[config.mk]
export PLATFORM = sky130hd
export DESIGN_NAME = mem_arbiter
export DESIGN_NICKNAME = d
export VERILOG_FILES = /design/src/rtl/mem_arbiter.sv
export SDC_FILE = /design/constraint.sdc
export NUM_CORES = 1
export LEC_CHECK = 0
export BUFFER_PORTS_ARGS = -buffer_cell sky130_fd_sc_hd__buf_2
export CAP_MARGIN = 25
export CORE_UTILIZATION = 45
export CTS_BUF_LIST = sky130_fd_sc_hd__clkbuf_2 sky130_fd_sc_hd__clkbuf_4 sky130_fd_sc_hd__clkbuf_8
export CTS_CLUSTER_DIAMETER = 120
export DETAILED_ROUTE_END_ITERATION = 10
export PLACE_DENSITY = 0.83
export SETUP_SLACK_MARGIN = 0.5
export SKIP_CTS_REPAIR_TIMING = 1
export SLEW_MARGIN = 0
export SYNTH_ARGS = -nofsm -noshare
export SYNTH_HDL_FRONTEND = slang
export SYNTH_SLANG_ARGS = --single-unit
[constraint.sdc]
create_clock -name clk -period 4.9 [get_ports clk]
set_input_delay 0 -clock clk [delete_from_list [all_inputs] [get_ports clk]]
set_output_delay 0 -clock clk [all_outputs]
set_load 0.03 [all_outputs]
[src/rtl/mem_arbiter.sv]
// mem_arbiter: shares one synchronous-read RAM between two requesters.
// Port 0 is the CPU controller (fetch, LDR/STR); port 1 is the loader/debug port.
// Commands are one-hot (001 NONE, 010 READ, 100 WRITE); everything else is illegal
// and sets the sticky err flag when seen in IDLE.
//
// Ports:
//   clk, reset               clock, synchronous active-high reset
//   cmd0/addr0/wdata0        port 0 request (held until ack0)
//   ack0, rdata0             port 0 one-cycle completion pulse, read data
//   cmd1/addr1/wdata1        port 1 request (held until ack1)
//   ack1, rdata1             port 1 one-cycle completion pulse, read data
//   ram_addr/ram_din/ram_write  registered RAM command
//   ram_dout                 RAM read data, valid one cycle after ram_addr
//   busy, owner, err         status: not idle, last granted port, sticky illegal cmd
//
// Build option: define MEM_ARB_RR_EN for round-robin tie breaking; otherwise
// port 0 has fixed priority.
module mem_arbiter #(
  parameter int unsigned AW = 8,
  parameter int unsigned DW = 16
) (
  input  logic          clk,
  input  logic          reset,
  input  logic [2:0]    cmd0,
  input  logic [AW-1:0] addr0,
  input  logic [DW-1:0] wdata0,
  output logic          ack0,
  output logic [DW-1:0] rdata0,
  input  logic [2:0]    cmd1,
  input  logic [AW-1:0] addr1,
  input  logic [DW-1:0] wdata1,
  output logic          ack1,
  output logic [DW-1:0] rdata1,
  output logic [AW-1:0] ram_addr,
  output logic [DW-1:0] ram_din,
  output logic          ram_write,
  input  logic [DW-1:0] ram_dout,
  output logic          busy,
  output logic          owner,
  output logic          err
);

  localparam logic [2:0] CMD_NONE  = 3'b001;
  localparam logic [2:0] CMD_READ  = 3'b010;
  localparam logic [2:0] CMD_WRITE = 3'b100;

  typedef enum logic [2:0] {
    S_IDLE = 3'd0,
    S_RD   = 3'd1,
    S_RCAP = 3'd2,
    S_WR   = 3'd3,
    S_ACK  = 3'd4
  } state_t;

  state_t        state, state_d;
  logic [AW-1:0] addr_d;
  logic [DW-1:0] din_d;
  logic          write_d;
  logic          owner_d;
  logic          err_d;
  logic [DW-1:0] rdata0_d, rdata1_d;
  logic          ack0_d, ack1_d, busy_d;
  logic          req0, req1, ill0, ill1;
  logic          grant;
  logic [2:0]    gcmd;
  logic [AW-1:0] gaddr;
  logic [DW-1:0] gwdata;
`ifdef MEM_ARB_RR_EN
  logic          prio, prio_d;  // port favoured on the next tie
`endif

  // State and output registers
  always_ff @(posedge clk) begin
    if (reset) begin
      state     <= S_IDLE;
      ram_addr  <= '0;
      ram_din   <= '0;
      ram_write <= 1'b0;
      owner     <= 1'b0;
      err       <= 1'b0;
      rdata0    <= '0;
      rdata1    <= '0;
      ack0      <= 1'b0;
      ack1      <= 1'b0;
      busy      <= 1'b0;
`ifdef MEM_ARB_RR_EN
      prio      <= 1'b0;
`endif
    end else begin
      state     <= state_d;
      ram_addr  <= addr_d;
      ram_din   <= din_d;
      ram_write <= write_d;
      owner     <= owner_d;
      err       <= err_d;
      rdata0    <= rdata0_d;
      rdata1    <= rdata1_d;
      ack0      <= ack0_d;
      ack1      <= ack1_d;
      busy      <= busy_d;
`ifdef MEM_ARB_RR_EN
      prio      <= prio_d;
`endif
    end
  end

  // Next-state and next-output logic
  always_comb begin
    state_d  = state;
    addr_d   = ram_addr;
    din_d    = ram_din;
    write_d  = 1'b0;
    owner_d  = owner;
    err_d    = err;
    rdata0_d = rdata0;
    rdata1_d = rdata1;
    grant    = 1'b0;
    gcmd     = CMD_NONE;
    gaddr    = addr0;
    gwdata   = wdata0;
`ifdef MEM_ARB_RR_EN
    prio_d   = prio;
`endif

    req0 = (cmd0 == CMD_READ) || (cmd0 == CMD_WRITE);
    req1 = (cmd1 == CMD_READ) || (cmd1 == CMD_WRITE);
    ill0 = !req0 && (cmd0 != CMD_NONE);
    ill1 = !req1 && (cmd1 != CMD_NONE);

    case (state)
      S_IDLE: begin
        err_d = err | ill0 | ill1;
        if (req0 || req1) begin
`ifdef MEM_ARB_RR_EN
          grant  = (req0 && req1) ? prio : req1;
          prio_d = ~grant;
`else
          grant  = !req0;
`endif
          gcmd    = grant ? cmd1 : cmd0;
          gaddr   = grant ? addr1 : addr0;
          gwdata  = grant ? wdata1 : wdata0;
          owner_d = grant;
          addr_d  = gaddr;
          din_d   = gwdata;
          if (gcmd == CMD_READ) begin
            state_d = S_RD;
          end else begin
            state_d = S_WR;
            write_d = 1'b1;
          end
        end
      end
      S_RD:   state_d = S_RCAP;
      S_RCAP: begin
        // RAM output is valid now; only the owner's rdata moves
        if (owner) rdata1_d = ram_dout;
        else       rdata0_d = ram_dout;
        state_d = S_ACK;
      end
      S_WR:   state_d = S_ACK;
      S_ACK:  state_d = S_IDLE;
      default: state_d = S_IDLE;
    endcase

    ack0_d = (state_d == S_ACK) && !owner_d;
    ack1_d = (state_d == S_ACK) && owner_d;
    busy_d = (state_d != S_IDLE);
  end

endmodule

==> reports/qor.yml, run 1 <==
cts_inserted_buffers: 9
power_mw: 1.36
initial_core_util: 0.466
cellLeakagePower_nw: 1.63
cts_tree: "done"
grt_pass1_wl_um: 10200
layout.cells.non_filler: 516
finalSetupViolations: 0
synthesis.nets: 369
min_path_cells: 3
dpl-instance-area_um2: 3420
dp.cells: 484
synth_flop_cell: "dfxtp_1"
cts_sinks: 65
clockBufferDepth: 2
syn_to_final_growth_pct: 36.3
fin_crit_sh: 0.506
end_kind: "flop"
rrSetupSlack_ns: 2.42
finalMaxSlewViolations: 0
rsz0062_at_grt: "no"
peakVddDrop_mv: 0.188
synth_edf_count: 0
worstPathMaxFanout: 27
drt-wirelength-per-cell_um: 13.7
multi_input_area_um2: 1310
fin_area_um2: 3760
io_pins: 134
fin_nets: 508
grt_usage: 0.209
dp_hpwl_um: 4850
drc: 0
max_freq_mhz: 404
skew_ns: 0.00695
min_path_type: "input pin to flop"
postSynth.asyncResetShare: 0
hp-start: "wdata1[12]"
ys_ff_latch: 65
utilization: 0.636
grt_max_degree: 64
cp_cell_sequence: "or3_4 > nor3_4 > or2_1 > buf_16 > a211oi_2"
initialDrtViolationCount: 97
grt_overflow: 0
maxSlewHeadroom: 0.350
yosysSeqAreaShare: 0.471
diodes: 0
crit_required_ns: 5.08
slowest_delay_ns: 0.80
coreArea_um2: 5920
worst_pin_slew_ns: 0.972
n_fill_cell: 495
clkLatencyLatePin_ns: 0.33
syn_area_um2: 2760
startpoint_type: "flop"
die_area_um2: 6450
drive_gt1_frac: 0.404
critical-path-slowest-cell: "nor3_4"
final-seq-area_um2: 1300
regToRegStartpoint: "state[0]"
r2r-end: "ram_din[8]"
synth_top_area_cell: "dfxtp_1"
syn_avg_cell_area_um2: 9.30
clk_pin_slew_worst_paths_ns: 0.08
synth_cell_type_count: 33
first_global_vias: 2249
port_buffers: 133
synthCells: 297
dieWidth_um: 80.3
h-tree-depth: 3
crit_arrival_ns: 2.66
yosysWarnings: 0
viasPerCell: 5.08
path_class: "flop to flop"
max_cap_violations: 0
ys_top_cells_by_area: "dfxtp_1 (47%), a211oi_2 (9.1%), nand2_1 (8.8%), mux2i_1 (8.7%), a21oi_1 (6.2%)"
synth_top_area_share: 0.471
min_period_ns: 2.48
num_vias: 2622
fin_tns_setup_ns: 0
place_congestion: 0.825
ctsRootBufferMaster: "clkbuf_8"
holdPathEnd: "ram_din[12]"
fp.dieH_um: 80.3
antenna_found_initial: 0
ff2ff_path_depth: 5
ant_nets: 0
routed_wl_um: 7090
first_pass_iters: 4
hold_viol_final: 0
placementRows: 28
status: "complete, no violations"
p_per_area_nw_per_um2: 362
how the worst max path moves through the flow:
stage             start     endpoint  slack [ns]  depth (start not counted)
3_5_place_dp   state[0]  ram_addr[4]        2.43                          5
3_3_place_gp   state[0]  ram_din[10]        2.04                          4
2_1_floorplan  state[1]  ram_addr[4]        3.18                          7
5_1_grt        state[1]   ram_din[6]        2.29                          5
6_report       state[0]   ram_din[8]        2.42                          5
4_1_cts        state[0]   ram_din[6]        2.41                          5
cell type report:
| cell class | instances | share of cell area |
|---|---|---|
| inverter | 2 | 0.00199 |
| clock inverter | 6 | 0.0116 |
| timing repair buffer | 152 | 0.231 |
| tap | 75 | 0.0249 |
| sequential | 65 | 0.346 |
| multi-input combinational | 206 | 0.348 |
| clock buffer | 10 | 0.0366 |
Yosys cell counts (3+ instances only):
master / instances
dfxtp_1: 65
nand2_1: 65
a21oi_1: 34
nor3_1: 26
mux2i_1: 24
a211oi_2: 20
clkbuf_1: 14
nor2_1: 7
a211oi_1: 5
buf_4: 5
xnor2_1: 3
power breakdown:
part / switching, mW / internal (mW) / leakage, nW
registers: 0.0263 / 0.573 / 0.531
clock network: 0.208 / 0.197 / 0.0805
logic: 0.223 / 0.134 / 1.02
placed cells by master (no fill, tap or decap), types with 2 or more instances in the layout:
cell / n
nor2_1: 7
nor3_1: 26
xnor2_1: 3
o21bai_1: 2
inv_1: 2
buf_2: 133
a211oi_2: 20
mux2i_1: 24
nor4_1: 2
a21oi_1: 34
a211oi_1: 5
o21ai_0: 2
buf_4: 2
dlygate4sd3_1: 16
dfxtp_1: 65
clkinvlp_4: 4
clkbuf_8: 10
nand2_1: 65
nor3_4: 2
state kept, by name (all words and copies together), names as in the netlist:
register / flops
owner: 1
busy: 1
ack0: 1
err: 1
ack1: 1
ram_addr: 8
rdata1: 16
state: 3
ram_din: 16
rdata0: 16
ram_write: 1
per-layer routing:
layer | track usage | routed length (µm)
met1 | 0.230 | 2930
met2 | 0.374 | 3540
met3 | 0.0716 | 566
met4 | 0.0696 | 55
met5 | 0 | 0
stage by stage:
step                      hold WS [ns]  worst slack, ns
after floorplan                  0.136             3.18
after CTS                       -0.100             2.41
final                           0.0188             2.42
after global placement           0.254             2.04
after global routing            0.0121             2.29
after detailed placement         0.257             2.43
cells by family after synthesis:
family	Yosys count	synth area share
AND/OR/NAND/NOR	111	0.188
AO/OA/AOI/OAI	68	0.190
flip-flops	65	0.471
buffers and inverters	26	0.0539
multiplexers	24	0.0870
XOR/XNOR	3	0.00952
worst max-delay path: cells and delay by family, from the launching register on:
kind | cells | cell delay [ns]
AOI/OAI and AO/OA | 1 | 0.08
buffers and inverters | 1 | 0.22
DFF | 1 | 0.36
and+or+nand+nor | 3 | 1.66
Note: power is estimated with default switching activity, not from simulation.
==> run 2, diff against run 1 <==
--- a/config.mk
+++ b/config.mk
@@ -7,7 +7,7 @@
 export LEC_CHECK = 0
 export BUFFER_PORTS_ARGS = -buffer_cell sky130_fd_sc_hd__buf_2
 export CAP_MARGIN = 25
-export CORE_UTILIZATION = 45
+export CORE_UTILIZATION = 43
 export CTS_BUF_LIST = sky130_fd_sc_hd__clkbuf_2 sky130_fd_sc_hd__clkbuf_4 sky130_fd_sc_hd__clkbuf_8
 export CTS_CLUSTER_DIAMETER = 120
 export DETAILED_ROUTE_END_ITERATION = 10
==> constraint.sdc (replaced) <==
create_clock -name clk -period 2.15 [get_ports clk]
set_input_delay 0 -clock clk [delete_from_list [all_inputs] [get_ports clk]]
set_output_delay 0 -clock clk [all_outputs]
set_load 0.03 [all_outputs]
==> run 2 against run 1 <==
  * Die area increased by 4.5%
  * Via count increased by 3.4%
  * Clock-buffer cell count decreased by 1
  * Worst setup slack got worse by 2.0 ns
  * Clock skew increased by 0.0016 ns
  * Flip-flop and latch count unchanged
  * Power increased by 150%
  * Final cell count increased by 2.7%
  * Largest power group unchanged
==> reports/qor.yml, run 2 (synthesis gave the netlist of run 1 again) <==
status: "complete, no violations"
die_area_um2: 6750
reg_top3: "ram_din (16), rdata0 (16), rdata1 (16)"
first_pass_iters: 4
port_buffers: 133
num_vias: 2711
intPower_mw: 2.23
clockBufferDepth: 2
maxSlewHeadroom: 0.569
end_kind: "flop"
crit_required_ns: 2.40
routed_wl_um: 7730
place_congestion: 0.837
max_freq_mhz: 584
dp_hpwl_um: 4990
comb_power_share: 0.278
clk_pin_slew_worst_paths_ns: 0.08
viasPerCell: 5.12
critical-path-slowest-cell: "or3_4"
fin_nets: 522
grt_pass1_wl_um: 10200
min_path_type: "input pin to flop"
netSwitchingFraction: 0.332
drt-wirelength-per-cell_um: 14.6
cellLeakagePower_nw: 1.76
fin_crit_sh: 0.796
rsz0062_at_grt: "yes"
cp_cell_sequence: "or3_4 > nor3_4 > buf_6 > buf_12 > nor3_1 > a211oi_2"
hold_viol_final: 0
drc: 0
diodes: 0
max_cap_violations: 0
fin_tns_setup_ns: 0
initialDrtViolationCount: 99
p_per_area_nw_per_um2: 833
n_fill_cell: 497
h-tree-depth: 3
crit_arrival_ns: 1.96
path_class: "flop to flop"
startpoint_type: "flop"
initial_core_util: 0.456
grt_overflow: 0
p_sw_mw: 1.11
worstPathMaxFanout: 13
cp.buffers_inverters: 2
p_seq_frac: 0.408
min_period_ns: 1.71
finalSetupViolations: 0
multi_input_area_um2: 1340
crit_family: "simple AND/OR/NAND/NOR gates"
placementRows: 28
dp.cells: 488
worst_pin_slew_ns: 0.645
grt_usage: 0.202
dieWidth_um: 82.1
cts_sinks: 65
final_cell_mix: "buf_2 (133), nand2_1 (65), dfxtp_1 (64), a21oi_1 (34), nor3_1 (25)"
cts_inserted_buffers: 9
cts_tree: "done"
first_global_vias: 2288
syn_to_final_growth_pct: 45.0
drive_gt1_frac: 0.435
fp.dieH_um: 82.1
final-seq-area_um2: 1310
grt_max_degree: 32
ctsRootBufferMaster: "clkbuf_8"
skew_ns: 0.00860
peakVddDrop_mv: 0.500
layout_commonest_cell: "buf_2"
layout.cells.non_filler: 530
antenna_found_initial: 0
p_clk_frac: 0.314
finalMaxSlewViolations: 0
slowest_delay_ns: 0.43
coreArea_um2: 6060
io_pins: 134
clkLatencyLatePin_ns: 0.33
ant_nets: 0
-- run 2: routing by layer --
metal,routed length [µm],track usage
met1,3270,0.214
met2,3960,0.364
met3,347,0.0538
met4,152,0.105
met5,0,0
-- run 2: metrics by stage --
step / cell area, µm² / power [mW] / setup slack [ns] / hold WS [ns] / utilization
3_5_place_dp: 3440 / 2.19 / 0.494 / 0.261 / 0.568
2_1_floorplan: 2770 / 1.97 / 0.448 / 0.136 / -
3_3_place_gp: 3440 / 2.16 / 0.532 / 0.255 / 0.568
4_1_cts: 3650 / 3.22 / 0.447 / -0.111 / 0.602
6_report: 4010 / 3.34 / 0.438 / 0.0137 / 0.661
5_1_grt: 4010 / 3.48 / 0.374 / 0.0388 / 0.661
-- run 2: worst register-to-register path, stage by stage, from the launching register on --
cell      delay, ns
dfxtp_4        0.36
or3_4          0.43
nor3_4         0.28
buf_6          0.14
buf_12         0.13
nor3_1         0.08
a211oi_2       0.21
-- run 2: layout make-up --
class / count / area share
Clock buffer: 9 / 0.0309
Multi-Input combinational cell: 206 / 0.333
Tap cell: 75 / 0.0234
Inverter: 2 / 0.00187
Sequential cell: 65 / 0.326
Clock inverter: 7 / 0.0194
Timing Repair Buffer: 166 / 0.265
-- run 2: power groups by stage --
stage	clock, mW	combinational (mW)	sequential [mW]
finish	1.05	0.928	1.36
global route	1.12	0.989	1.37
CTS	1.06	0.803	1.36
detailed placement	0	0.799	1.39
global placement	0	0.777	1.39
floorplan	0	0.388	1.58
-- run 2: final timing paths --
check,from,to,slack [ns],cells after the start
worst min register to register,rdata1[7],rdata1[7],0.45,2
worst min-delay path,wdata1[13],ram_din[13],0.01,3
worst max register to register,state[1],ram_addr[6],0.44,6
worst max-delay path,state[1],ram_addr[6],0.44,6
==> run 3, diff against run 2 <==
==> constraint.sdc (replaced) <==
create_clock -name clk -period 1.4 [get_ports clk]
set_input_delay 0 -clock clk [delete_from_list [all_inputs] [get_ports clk]]
set_output_delay 0 -clock clk [all_outputs]
set_load 0.03 [all_outputs]
==> run 3 against run 2 <==
  * The run now ends with negative setup slack left
  * Worst setup slack got worse by 0.73 ns
  * Power rose by 72%
  * Wire length is 21% higher
  * Combinational power up 79%
  * First-iteration DRC count increased by 24%
  * Via count increased by 11%
==> reports/qor.yml, run 3 (synthesis gave the netlist of run 1 again) <==
status: "finished, violations left"
violations: "negative setup slack"
drc: 0
final_cell_mix: "buf_2 (83), dfxtp_1 (63), buf_4 (46), nand2_1 (39)"
peakVddDrop_mv: 0.898
dp_slack_ns: -0.216
rsz0062_at_grt: "yes"
viasPerCell: 5.52
reg_top3: "ram_din (16), rdata0 (16), rdata1 (16)"
cts_inserted_buffers: 9
path_class: "flop to flop"
clockBufferDepth: 2
max_freq_mhz: 592
coreArea_um2: 6060
finalMaxSlewViolations: 0
skew_ns: 0.00745
worstPathMaxFanout: 6
drive_gt1_frac: 0.573
holdWs_ns: 0.0302
ctsRootBufferMaster: "clkbuf_8"
placementRows: 28
initial_core_util: 0.456
crit_required_ns: 1.62
grt_usage: 0.214
fin_nets: 535
min_path_type: "input pin to flop"
h-tree-depth: 3
maxSlewHeadroom: 0.416
worst_pin_slew_ns: 0.873
first_global_vias: 2447
dpl-instance-area_um2: 3570
first_pass_iters: 4
grt_overflow: 0
drt-wirelength-per-cell_um: 17.3
layout_setup_ws_ns: -0.289
ant_nets: 0
clkLatencyLatePin_ns: 0.33
end_kind: "flop"
num_vias: 2996
min_period_ns: 1.69
syn_to_final_growth_pct: 68.1
cts_tree: "done"
cts_sinks: 65
layout_commonest_cell: "buf_2"
max_cap_violations: 0
dp_hpwl_um: 5130
fin_crit_sh: 1.21
antenna_found_initial: 0
fin_tns_setup_ns: -9.00
fp.dieH_um: 82.1
diodes: 0
p_per_area_nw_per_um2: 1240
port_buffers: 133
place_congestion: 0.745
dieWidth_um: 82.1
routed_wl_um: 9390
io_pins: 134
clk_pin_slew_worst_paths_ns: 0.07
finalSetupViolations: 54
initialDrtViolationCount: 123
fin_area_um2: 4640
die_area_um2: 6750
grt_pass1_wl_um: 10900
startpoint_type: "flop"
crit_arrival_ns: 1.90
grt_max_degree: 35
hold_viol_final: 0
cellLeakagePower_nw: 2.01
## run 3: cell types whose count changed in the layout (fill, tap and decap cells not counted), sizes merged
| cell | delta |
|---|---|
| buf | -3 |
| bufinv | +2 |
| clkbuf | +17 |
| clkinv | -2 |
| dlygate4sd3 | +1 |
| inv | -2 |
## run 3: power breakdown
part           total (mW)  leakage, nW  switching [mW]  internal, mW
Clock                1.97        0.123           0.718          1.25
Sequential           2.10        0.533          0.0955          2.01
Combinational        1.66         1.36           0.938         0.725
Total                5.73         2.01            1.75          3.98
## run 3: area by class of cell
cell class | count | area (µm²)
inverter | 2 | 7.51
sequential | 65 | 1310
tap | 75 | 93.8
multi-input combinational | 206 | 1630
fill | 392 | 1420
clock buffer | 11 | 145
clock inverter | 5 | 103
timing repair buffer | 179 | 1360
## run 3: critical path, stage by stage (launching register included)
cell and delay [ns]:
dfxtp_2 0.33, or3_4 0.42, nor3_4 0.25, buf_6 0.15, or2_4 0.18, clkbuf_16 0.17
a211oi_1 0.06
## run 3: final timing paths
check                   from           to  slack (ns)  depth (start not counted)
setup / recovery    state[2]  ram_din[11]       -0.29                          6
hold / removal    wdata1[11]  ram_din[11]        0.03                          3
setup reg to reg    state[2]  ram_din[11]       -0.29                          6
hold reg to reg   rdata0[11]   rdata0[11]        0.46                          2
## run 3: layer usage
layer | track usage | wire, µm | share of wire
met1 | 0.234 | 3520 | 0.38
met2 | 0.380 | 4970 | 0.53
met3 | 0.0626 | 547 | 0.058
met4 | 0.0947 | 348 | 0.037
met5 | 0 | 0 | 0
## run 3: metrics by stage
stage	util	power [mW]	instances
finish	0.766	5.73	543
global route	0.766	5.93	543
CTS	0.629	5.35	513
detailed placement	0.589	3.42	497
global placement	0.589	3.38	497
floorplan	-	3.02	297
